--- config.mk ---
export PLATFORM = sky130hd
export DESIGN_NAME = sdram_port_arbiter
export DESIGN_NICKNAME = d
export VERILOG_FILES = /design/src/rtl/sdram_port_arbiter.sv
export SDC_FILE = /design/constraint.sdc
export NUM_CORES = 1
export LEC_CHECK = 0
export CAP_MARGIN = 5
export CORE_UTILIZATION = 35
export CTS_CLUSTER_DIAMETER = 150
export DETAILED_ROUTE_END_ITERATION = 10
export PLACE_DENSITY = 0.77
export SLEW_MARGIN = 20
export SYNTH_ARGS = -nofsm -noshare
export SYNTH_HDL_FRONTEND = slang
export SYNTH_SLANG_ARGS = --single-unit
--- constraint.sdc ---
create_clock -name CLOCK_100 -period 2.3 [get_ports CLOCK_100]
set_input_delay 0.46 -clock CLOCK_100 [delete_from_list [all_inputs] [get_ports CLOCK_100]]
set_output_delay 0.46 -clock CLOCK_100 [all_outputs]
set_load 0.01 [all_outputs]
--- src/rtl/sdram_port_arbiter.sv ---
// sdram_port_arbiter
//   Round-robin arbiter that shares one SDRAM controller command port among
//   NPORTS requesters. One command is in flight on the command port at a time.
//   Outstanding reads are remembered in a small tag FIFO so that each returned
//   read word is steered back to the port that asked for it.
//
// Ports
//   CLOCK_100            clock, all logic on the rising edge
//   rst                  asynchronous active-high reset
//   req_valid/req_we     per-port request and write flag (1=write, 0=read)
//   req_addr/req_wdata   packed per-port address/data, port i at [i*W +: W]
//   req_ready            one-hot; the request of that port is taken this cycle
//   rsp_valid/rsp_data   one-hot read-return strobe plus shared read data
//   mem_valid/mem_ready  command handshake towards the controller
//   mem_we/addr/wdata    command payload, held stable while mem_valid=1
//   mem_rvalid/rdata     read data from the controller, in command order
//   pending              number of reads issued but not yet returned
//   rsp_err              sticky: read data arrived with no read outstanding
module sdram_port_arbiter #(
  parameter int NPORTS = 4,
  parameter int AW     = 24,
  parameter int DW     = 16,
  parameter int RDEPTH = 4
) (
  input  logic                      CLOCK_100,
  input  logic                      rst,
  input  logic [NPORTS-1:0]         req_valid,
  input  logic [NPORTS-1:0]         req_we,
  input  logic [NPORTS*AW-1:0]      req_addr,
  input  logic [NPORTS*DW-1:0]      req_wdata,
  output logic [NPORTS-1:0]         req_ready,
  output logic [NPORTS-1:0]         rsp_valid,
  output logic [DW-1:0]             rsp_data,
  output logic                      mem_valid,
  input  logic                      mem_ready,
  output logic                      mem_we,
  output logic [AW-1:0]             mem_addr,
  output logic [DW-1:0]             mem_wdata,
  input  logic                      mem_rvalid,
  input  logic [DW-1:0]             mem_rdata,
  output logic [$clog2(RDEPTH):0]   pending,
  output logic                      rsp_err
);

  localparam int PW = $clog2(NPORTS);
  localparam int FW = (RDEPTH > 1) ? $clog2(RDEPTH) : 1;
  localparam int CW = $clog2(RDEPTH) + 1;

  typedef enum logic {S_IDLE, S_ISSUE} state_t;

  state_t              state_q, state_d;
  logic [PW-1:0]       rr_last_q, rr_last_d;
  logic [PW-1:0]       g_q, g_d;
  logic                mem_valid_q, mem_valid_d;
  logic                mem_we_q, mem_we_d;
  logic [AW-1:0]       mem_addr_q, mem_addr_d;
  logic [DW-1:0]       mem_wdata_q, mem_wdata_d;
  logic [NPORTS-1:0]   rsp_valid_q, rsp_valid_d;
  logic [DW-1:0]       rsp_data_q, rsp_data_d;
  logic                rsp_err_q, rsp_err_d;
  logic [CW-1:0]       pending_q, pending_d;
  logic [FW-1:0]       wr_ptr_q, wr_ptr_d;
  logic [FW-1:0]       rd_ptr_q, rd_ptr_d;

  logic [AW-1:0]       port_addr  [NPORTS];
  logic [DW-1:0]       port_wdata [NPORTS];
  logic [NPORTS-1:0]   eligible;
  logic                read_room;
  logic                grant_found;
  logic [PW-1:0]       grant_idx;
  logic [NPORTS-1:0]   req_ready_c;
  logic                push;
  logic                pop;

  // Tags of outstanding reads, oldest at rd_ptr_q.
  logic [PW-1:0]       tag_mem [RDEPTH];

  // Reads are only offered while a tag slot is free; writes never need one.
  assign read_room = (pending_q < CW'(RDEPTH));

  for (genvar gi = 0; gi < NPORTS; gi++) begin : g_port
    assign port_addr[gi]  = req_addr[gi*AW +: AW];
    assign port_wdata[gi] = req_wdata[gi*DW +: DW];
    assign eligible[gi]   = req_valid[gi] & (req_we[gi] | read_room);
  end

  // Search starts just after the last granted port so every waiting port is
  // served before any port is served twice.
  always_comb begin
    grant_found = 1'b0;
    grant_idx   = '0;
    for (int k = 1; k <= NPORTS; k++) begin
      if (!grant_found && eligible[(int'(rr_last_q) + k) % NPORTS]) begin
        grant_found = 1'b1;
        grant_idx   = PW'((int'(rr_last_q) + k) % NPORTS);
      end
    end
  end

  // In ISSUE mem_valid is always high, so mem_ready alone completes the command.
  assign push = (state_q == S_ISSUE) && mem_ready && !mem_we_q;
  // Read data only pops a tag when one exists; otherwise it is flagged.
  assign pop  = mem_rvalid && (pending_q != '0);

  always_comb begin
    state_d     = state_q;
    rr_last_d   = rr_last_q;
    g_d         = g_q;
    mem_valid_d = mem_valid_q;
    mem_we_d    = mem_we_q;
    mem_addr_d  = mem_addr_q;
    mem_wdata_d = mem_wdata_q;
    req_ready_c = '0;
    case (state_q)
      S_IDLE: begin
        if (grant_found) begin
          req_ready_c = NPORTS'(1) << grant_idx;
          g_d         = grant_idx;
          mem_valid_d = 1'b1;
          mem_we_d    = req_we[grant_idx];
          mem_addr_d  = port_addr[grant_idx];
          mem_wdata_d = port_wdata[grant_idx];
          state_d     = S_ISSUE;
        end
      end
      S_ISSUE: begin
        if (mem_ready) begin
          mem_valid_d = 1'b0;
          rr_last_d   = g_q;
          state_d     = S_IDLE;
        end
      end
      default: state_d = S_IDLE;
    endcase

    wr_ptr_d = wr_ptr_q;
    rd_ptr_d = rd_ptr_q;
    if (push) wr_ptr_d = (wr_ptr_q == FW'(RDEPTH - 1)) ? '0 : wr_ptr_q + 1'b1;
    if (pop)  rd_ptr_d = (rd_ptr_q == FW'(RDEPTH - 1)) ? '0 : rd_ptr_q + 1'b1;
    pending_d = pending_q + CW'(push) - CW'(pop);

    rsp_valid_d = pop ? (NPORTS'(1) << tag_mem[rd_ptr_q]) : '0;
    rsp_data_d  = pop ? mem_rdata : rsp_data_q;
    rsp_err_d   = rsp_err_q | (mem_rvalid && (pending_q == '0));
  end

  always_ff @(posedge CLOCK_100 or posedge rst) begin
    if (rst) begin
      state_q     <= S_IDLE;
      rr_last_q   <= PW'(NPORTS - 1);
      g_q         <= '0;
      mem_valid_q <= 1'b0;
      mem_we_q    <= 1'b0;
      mem_addr_q  <= '0;
      mem_wdata_q <= '0;
      rsp_valid_q <= '0;
      rsp_data_q  <= '0;
      rsp_err_q   <= 1'b0;
      pending_q   <= '0;
      wr_ptr_q    <= '0;
      rd_ptr_q    <= '0;
    end else begin
      state_q     <= state_d;
      rr_last_q   <= rr_last_d;
      g_q         <= g_d;
      mem_valid_q <= mem_valid_d;
      mem_we_q    <= mem_we_d;
      mem_addr_q  <= mem_addr_d;
      mem_wdata_q <= mem_wdata_d;
      rsp_valid_q <= rsp_valid_d;
      rsp_data_q  <= rsp_data_d;
      rsp_err_q   <= rsp_err_d;
      pending_q   <= pending_d;
      wr_ptr_q    <= wr_ptr_d;
      rd_ptr_q    <= rd_ptr_d;
    end
  end

  // Tag storage needs no reset: entries are only read after being written.
  always_ff @(posedge CLOCK_100) begin
    if (push) tag_mem[wr_ptr_q] <= g_q;
  end

  assign req_ready = req_ready_c;
  assign rsp_valid = rsp_valid_q;
  assign rsp_data  = rsp_data_q;
  assign mem_valid = mem_valid_q;
  assign mem_we    = mem_we_q;
  assign mem_addr  = mem_addr_q;
  assign mem_wdata = mem_wdata_q;
  assign pending   = pending_q;
  assign rsp_err   = rsp_err_q;

endmodule

## Yosys cells after proc, flatten, opt, wreduce, memory -nomap -nowiden

Memories as Yosys holds them, arrays and structs flattened.
Cells that the tools add are included.

- Memories: 1
- RAM bits: 8
- Input bits: 188
- Flip-flop bits (word level): 75
- Word-level logic and storage cells: 111

Memories:

| name | depth | bits a word | read ports | clocked after Yosys merged registers in | wr ports | line | source |
|---|---|---|---|---|---|---|---|
| tag_mem | 4 | 2 | 1 | 0 | 1 | 76 | `logic [PW-1:0] tag_mem [RDEPTH];` |

- Order comparisons: 7
- Shift operators: 2
- Equality and inequality tests: 4
- Bitwise gates (word level): 15
- Reductions and logical operators: 20
- Multiplexer cells: 41
- Add/subtract/negate cells: 8

Operators by type and width:

| kind | number |
|---|---|
| binary-select mux 24 bit (select 2 bit) | 1 |
| 2-to-1 mux 24 bit | 2 |
| binary-select mux 16 bit (select 2 bit) | 1 |
| 2-to-1 mux 16 bit | 2 |
| 2-to-1 mux 1 bit | 19 |
| less-than comparator 3 x 4 -> 1 bit (second input constant) | 4 |
| 2-to-1 mux 2 bit | 6 |
| 2-to-1 mux 4 bit | 3 |
| binary-select mux 1 bit (select 2 bit) | 5 |
| adder 2 x 1 -> 2 bit (second input constant) | 4 |
| OR reduction 2 bit | 4 |
| << shifter 1 x 2 -> 4 bit (first input constant) | 2 |
| logical AND 1 bit | 7 |
| AND reduction 2 bit | 3 |
| OR 1 bit | 5 |
| adder 2 bit (second input constant) | 2 |
| AND 1 bit | 4 |
| AND 1 bit (first input constant) | 4 |
| equality test 2 bit (second input constant) | 2 |
| logical NOT 1 bit | 4 |
| inequality test 2 bit (second input constant) | 2 |
| case mux 1 bit (2 select lines) | 2 |
| adder 3 x 1 -> 3 bit | 1 |
| >= comparator 3 bit (second input constant) | 1 |
| 7 further kinds | 7 |

## Depth between registers and ports, before layout

Gate-level depths: netlist of run 1.

- Depth in word-level cells: 20
- Mapped depth: 10
- Depth with buffers taken out: 9

## Worst setup path before layout of run 1

OpenSTA, ideal clock, no wires.

- Kind: register to register
- Start: register pending_q[2], in the netlist pending[2]
- End: register pending_q[2], in the netlist pending[2]
- Cell stages (with the launch flop): 11
- Data arrival time: 2.412 ns
- Buffers on the path: 1
- Clock period less this slack: 2.535 ns
- Data required time: 2.177 ns
- Path slack: -0.235 ns
- Cells stage by stage: dfrtp_1 nor3_1 nand2b_1 clkinv_1 clkbuf_1 ha_1 inv_1 ha_1 fa_1 xnor2_1 xnor2_1

- Cells in the longest elaborated chain, start to end: 3

RTL lines:

| element | line | source |
|---|---|---|
| start, declared | 61 | `logic [CW-1:0] pending_q, pending_d;` |
| start signal, assigned | 173 | `pending_q <= pending_d;` |
| nonzero test 3 bit | 103 | `assign pop = mem_rvalid && (pending_q != '0);` |
| logical AND 1 bit | 103 |  |
| via pop | 73 | `logic pop;` |
| subtractor 3 x 1 -> 3 bit | 140 | `pending_d = pending_q + CW'(push) - CW'(pop);` |
| via pending_d[2] | 61 |  |

The timed path passes the listed nets, and every way through them passes these cells.
A chain may end at the register's enable or synchronous reset.

## Worst setup path in the final report of run 1

- Start: register pending_q[2], in the netlist pending[2]
- End: output req_ready[0]

- Cells in the longest elaborated chain, start to end: 19

RTL lines:

| element | line | source |
|---|---|---|
| less-than comparator 3 bit (*) | 79 | `assign read_room = (pending_q < CW'(RDEPTH));` |
| OR 1 bit | 84 | `assign eligible[gi] = req_valid[gi] & (req_we[gi] \| read_room);` |
| AND 1 bit | 84 |  |
| binary-select mux 1 bit (select 2 bit) | 93 | `if (!grant_found && eligible[(int'(rr_last_q) + k) % NPORTS]) begin` |
| 2-to-1 mux 1 bit (implied by the code) (2 in a row) | 93 |  |
| 2-to-1 mux 1 bit | 93 |  |
| logical NOT 1 bit | 93 |  |
| logical AND 1 bit | 93 |  |
| [... 2 more ...] | -- |  |
| logical AND 1 bit | 93 |  |
| 2-to-1 mux 1 bit | 93 |  |
| logical NOT 1 bit | 93 |  |
| logical AND 1 bit | 93 |  |
| 2-to-1 mux 2 bit | 93 |  |
| << shifter 1 x 2 -> 4 bit | 117 | `req_ready_c = NPORTS'(1) << grant_idx;` |
| 2-to-1 mux 4 bit (*) | 116 | `if (grant_found) begin` |
| 2-to-1 mux 4 bit (*) | 114 | `case (state_q)` |
| end, declared | 31 | `output logic [NPORTS-1:0] req_ready,` |

Every way passes the cells marked *; elsewhere a longest branch is shown, timed or not. The select of a mux whose other input is x is not followed.

==> impl_results.md, run 1 <==
- Status: complete, but fails checks
- Failing checks: setup timing
- #FFs+latches synth: 83
- Placed cell areas: 7460 µm²
- Post-route total power: 8.89 mW
- Total routed wirelength: 14800 µm
- Final Hold Vio Count: 0
- Clock buffer depth: 2
- Die area: 13600 µm²
- Design area: between 7000 and 8000 µm²
- CTS tree: yes
- Post-route ant nets: 0
- Simple-gate portion of the synthesized area: 11.3%
- Final #Nets: ~870
- CTS sink count: 83
- Port Buffers: ~260
- Root Buffer: clkbuf_16
- FFs w/ async S/R, synth: between 90% and 100%
- Max Clock Freq: 0.423 GHz
- 1st-iter DRT viols: 114
- Post-synth net total: 597
- Fill count: 1033
- Top cell type's share of synthesized area: 39.7%
- Max-slew violations: 0
- Worst path top cell family by delay: compound AO/OA/AOI/OAI gates
- Critical-path maximum fanout: 5
- Seq/Total Area, Yosys: a little under half
- Max Cap Viol: 0
- Synth Area in Compound Gates: 15.2%
- P_leak: 3.44 nW
- Internal power: 5.61 mW
- Pwr Density: roughly 1100 nW/µm²
- Number of global-route vias before repair: 4579
- Startpoint Class: flip-flop
- Gr usage total: 22.3%
- Total gr overflow: 0
- Vias per cell: 5.00
- H-tree depth: 3
- Crit path top cell by count: buf_6
- EDFF count, synth: 8
- Seq pwr share: 28.5%
- DIE HEIGHT: 117 µm
- Yosys warning total: 0
- Hold path depth: 1
- RR Startpoint: pending[2]
- CP max stage delay: roughly 0.44 ns
- Synth Cell Area: 4600 µm²
- Syn avg cell area: ~11 µm²
- DR WL/cell: 17.3 µm
- Switching share of total power: 36.9%
- Worst Setup End Kind: output port
- Critical R2R Capture: mem_wdata[12]
- Initial Util: 36.2%
- Largest net degree at the start of global routing: 76
- Worst Hold Class: reg2reg
- RSZ-0062 raised after global routing: yes
- Die Wd: approximately 120 µm
- Largest family of logic cells by synthesized area: multiplexers
- Kind of critical path: reg2out
- Worst EP required: 1.84 ns
- Top-count cell post-synth: mux2i_1
- Top_reg_cell synth: dfrtp_1
- Reg2Reg Setup Slack: 0.02 ns
- Slack of the critical path: -0.0653 ns
- Synth cell count leaders: 82 x mux2i_1, 73 x dfrtp_1, 54 x nand2_1
- Switch Pwr: 3.28 mW
- Initial antenna violation count: 0
- Period utilisation layout: 103%
- Critical-path cell list: nor2b_4 -> o211ai_2 -> o21ai_2 -> a211oi_4 -> buf_6 -> and2_1 -> buf_6
- Critical Path AT: around 1.9 ns
- Fraction of layout cells with a size suffix above 1: 16.8%
- Std-Cell Rows: 41
- Synthesized instance count: 401
- Max VDD drop: 0.635 mV
- Xor/xnor share of the synthesized area: 0.381%
- Synth Area in Adders: 2.34%
- Clk_lat worst skew: 0.34 ns
- Hold_buf cts: 0
- Layout Skew: 0.00552 ns
- Hold path start: rsp_err
- Io pins: 258
- Area leader, netlist: dfrtp_1
- Num CTS Buffers: 9
- Hold path endpoint: rsp_err
- # DRC: 0
- Max-slew headroom: between 60% and 70%
- Post-DP HPWL: 11100 µm
- GP Congestion: 0.841
- Reg clk slew, reported paths: 0.07 ns
- Setup-failing EPs final: 4
- R2R cell count: 8
- Antenna cells: 0
- Drt pass-1 iters: 4
- Slowest cell on crit path: dfrtp_2
- Post-layout minimum cycle time: 2.37 ns
- Tightest Pin Transition: ~0.54 ns
- Synth area leaders: dfrtp_1 40%, mux2i_1 18%, a221oi_2 9.8%, edfxtp_1 5.2%, nand2_1 4.4%
- Layout area overhead: 72.8%
- Synth cell types: 44
- Clk pwr share: 16.5%
- Buf/Inv on CP: 2
- Placeable Area: 12700 µm²
- Multiplexer share of the synthesized area: about a fifth
- First-pass GRT wire length: 22800 µm
- Comb pwr share: a little under three fifths
- Routed via count: 4258
-- cells in the final DEF (no fill, tap or decap), types with 6 or more instances in the layout --
master and instances:
ha_1 6, nand2_1 54, mux2i_1 82, dfrtp_1 72, edfxtp_1 8, a221oi_1 11, clkdlybuf4s50_1 247, dlygate4sd2_1 6
buf_4 26, a221oi_2 30, clkbuf_16 9, nor2_1 44, inv_1 10
-- cell type report --
type / count / area (µm²) / share of cell area (%)
Clock inverter: 7 / 75.1 / 0.944
Clock buffer: 9 / 225 / 2.83
Sequential cell: 83 / 2120 / 26.7
Multi-Input combinational cell: 280 / 2390 / 30.1
Tap cell: 172 / 215 / 2.71
Timing Repair Buffer: 289 / 2870 / 36.1
Inverter: 12 / 50.0 / 0.629
-- state kept, by name (all words and copies together), names as in the netlist --
signal     flops
tag_mem        8
mem_we         1
state_q        1
rsp_err        1
rd_ptr_q       2
mem_valid      1
rr_last_q      2
rsp_data      16
pending        3
rsp_valid      4
mem_wdata     16
mem_addr      24
wr_ptr_q       2
g_q            2
-- cell families (layout without fill, tap and decap cells) --
logic type | count (synthesis) | count (layout)
xor gates and xnor gates | 2 | 2
AOI/OAI and AO/OA | 61 | 61
and+or+nand+nor | 123 | 123
adders and majority gates | 8 | 8
DFF | 83 | 83
muxes | 86 | 86
buffers and inverters | 38 | 317
-- power by group through the flow --
| stage | combinational [mW] | sequential [mW] | clock [mW] |
|---|---|---|---|
| 6_report | 4.89 | 2.54 | 1.47 |
| 5_1_grt | 5.29 | 2.62 | 1.56 |
| 4_1_cts | 4.89 | 2.54 | 1.50 |
| 3_5_place_dp | 4.64 | 2.54 | 0 |
| 3_3_place_gp | 4.52 | 2.51 | 0 |
| 2_1_floorplan | 2.54 | 2.71 | 0 |
-- worst max path at each step --
| stage | end | cells past startpoint | slack [ns] | from |
|---|---|---|---|---|
| floorplan | pending[2] | 10 | -0.04 | pending[2] |
| global placement | req_ready[0] | 8 | -0.72 | req_valid[2] |
| CTS | req_ready[3] | 8 | -0.07 | pending[2] |
| detailed placement | mem_addr[11] | 8 | -0.78 | req_valid[2] |
| finish | req_ready[0] | 7 | -0.07 | pending[2] |
| global route | req_ready[0] | 7 | -0.16 | pending[2] |
-- per-layer routing --
metal / GRT usage [%] / vias up / part of all wire (%)
met5: 0 / - / 0
met4: 6.50 / 0 / 1.1
met3: 6.90 / 15 / 8.1
met2: 41.7 / 171 / 54
met1: 24.0 / 2077 / 37
li1: - / 1995 / -
-- through the flow --
step	TNS, ns	utilization [%]	hold WS [ns]	worst slack (ns)	instances
final	-0.206	62.5	0.470	-0.0653	852
after CTS	-0.210	62.3	0.473	-0.0651	851
after floorplan	-0.0412	-	0.493	-0.0412	401
after global placement	-28.93	58.7	0.445	-0.716	829
after detailed placement	-30.96	58.7	0.460	-0.776	829
after global routing	-1.84	62.5	0.483	-0.165	852
-- timing repair --
item,in CTS,in global routing
gates resized for setup,51,6
setup endpoints to repair,46,43
setup buffers,6,1
pin swaps,7,3
(Power assumes the default switching activity.)
==> inputs of run 2 (changes only) <==
--- a/config.mk
+++ b/config.mk
@@ -5,7 +5,6 @@
 export SDC_FILE = /design/constraint.sdc
 export NUM_CORES = 1
 export LEC_CHECK = 0
-export CAP_MARGIN = 5
 export CORE_UTILIZATION = 35
 export CTS_CLUSTER_DIAMETER = 150
 export DETAILED_ROUTE_END_ITERATION = 10
==> results of run 2 <==
The final DEF is identical to that of run 1; final timing and power are the same.
==> inputs of run 3 (changes only) <==
--- a/config.mk
+++ b/config.mk
@@ -9,7 +9,6 @@
 export CTS_CLUSTER_DIAMETER = 150
 export DETAILED_ROUTE_END_ITERATION = 10
 export PLACE_DENSITY = 0.77
-export SLEW_MARGIN = 20
 export SYNTH_ARGS = -nofsm -noshare
 export SYNTH_HDL_FRONTEND = slang
 export SYNTH_SLANG_ARGS = --single-unit
==> results of run 3 <==
The final DEF is identical to that of run 1; final timing and power are the same.
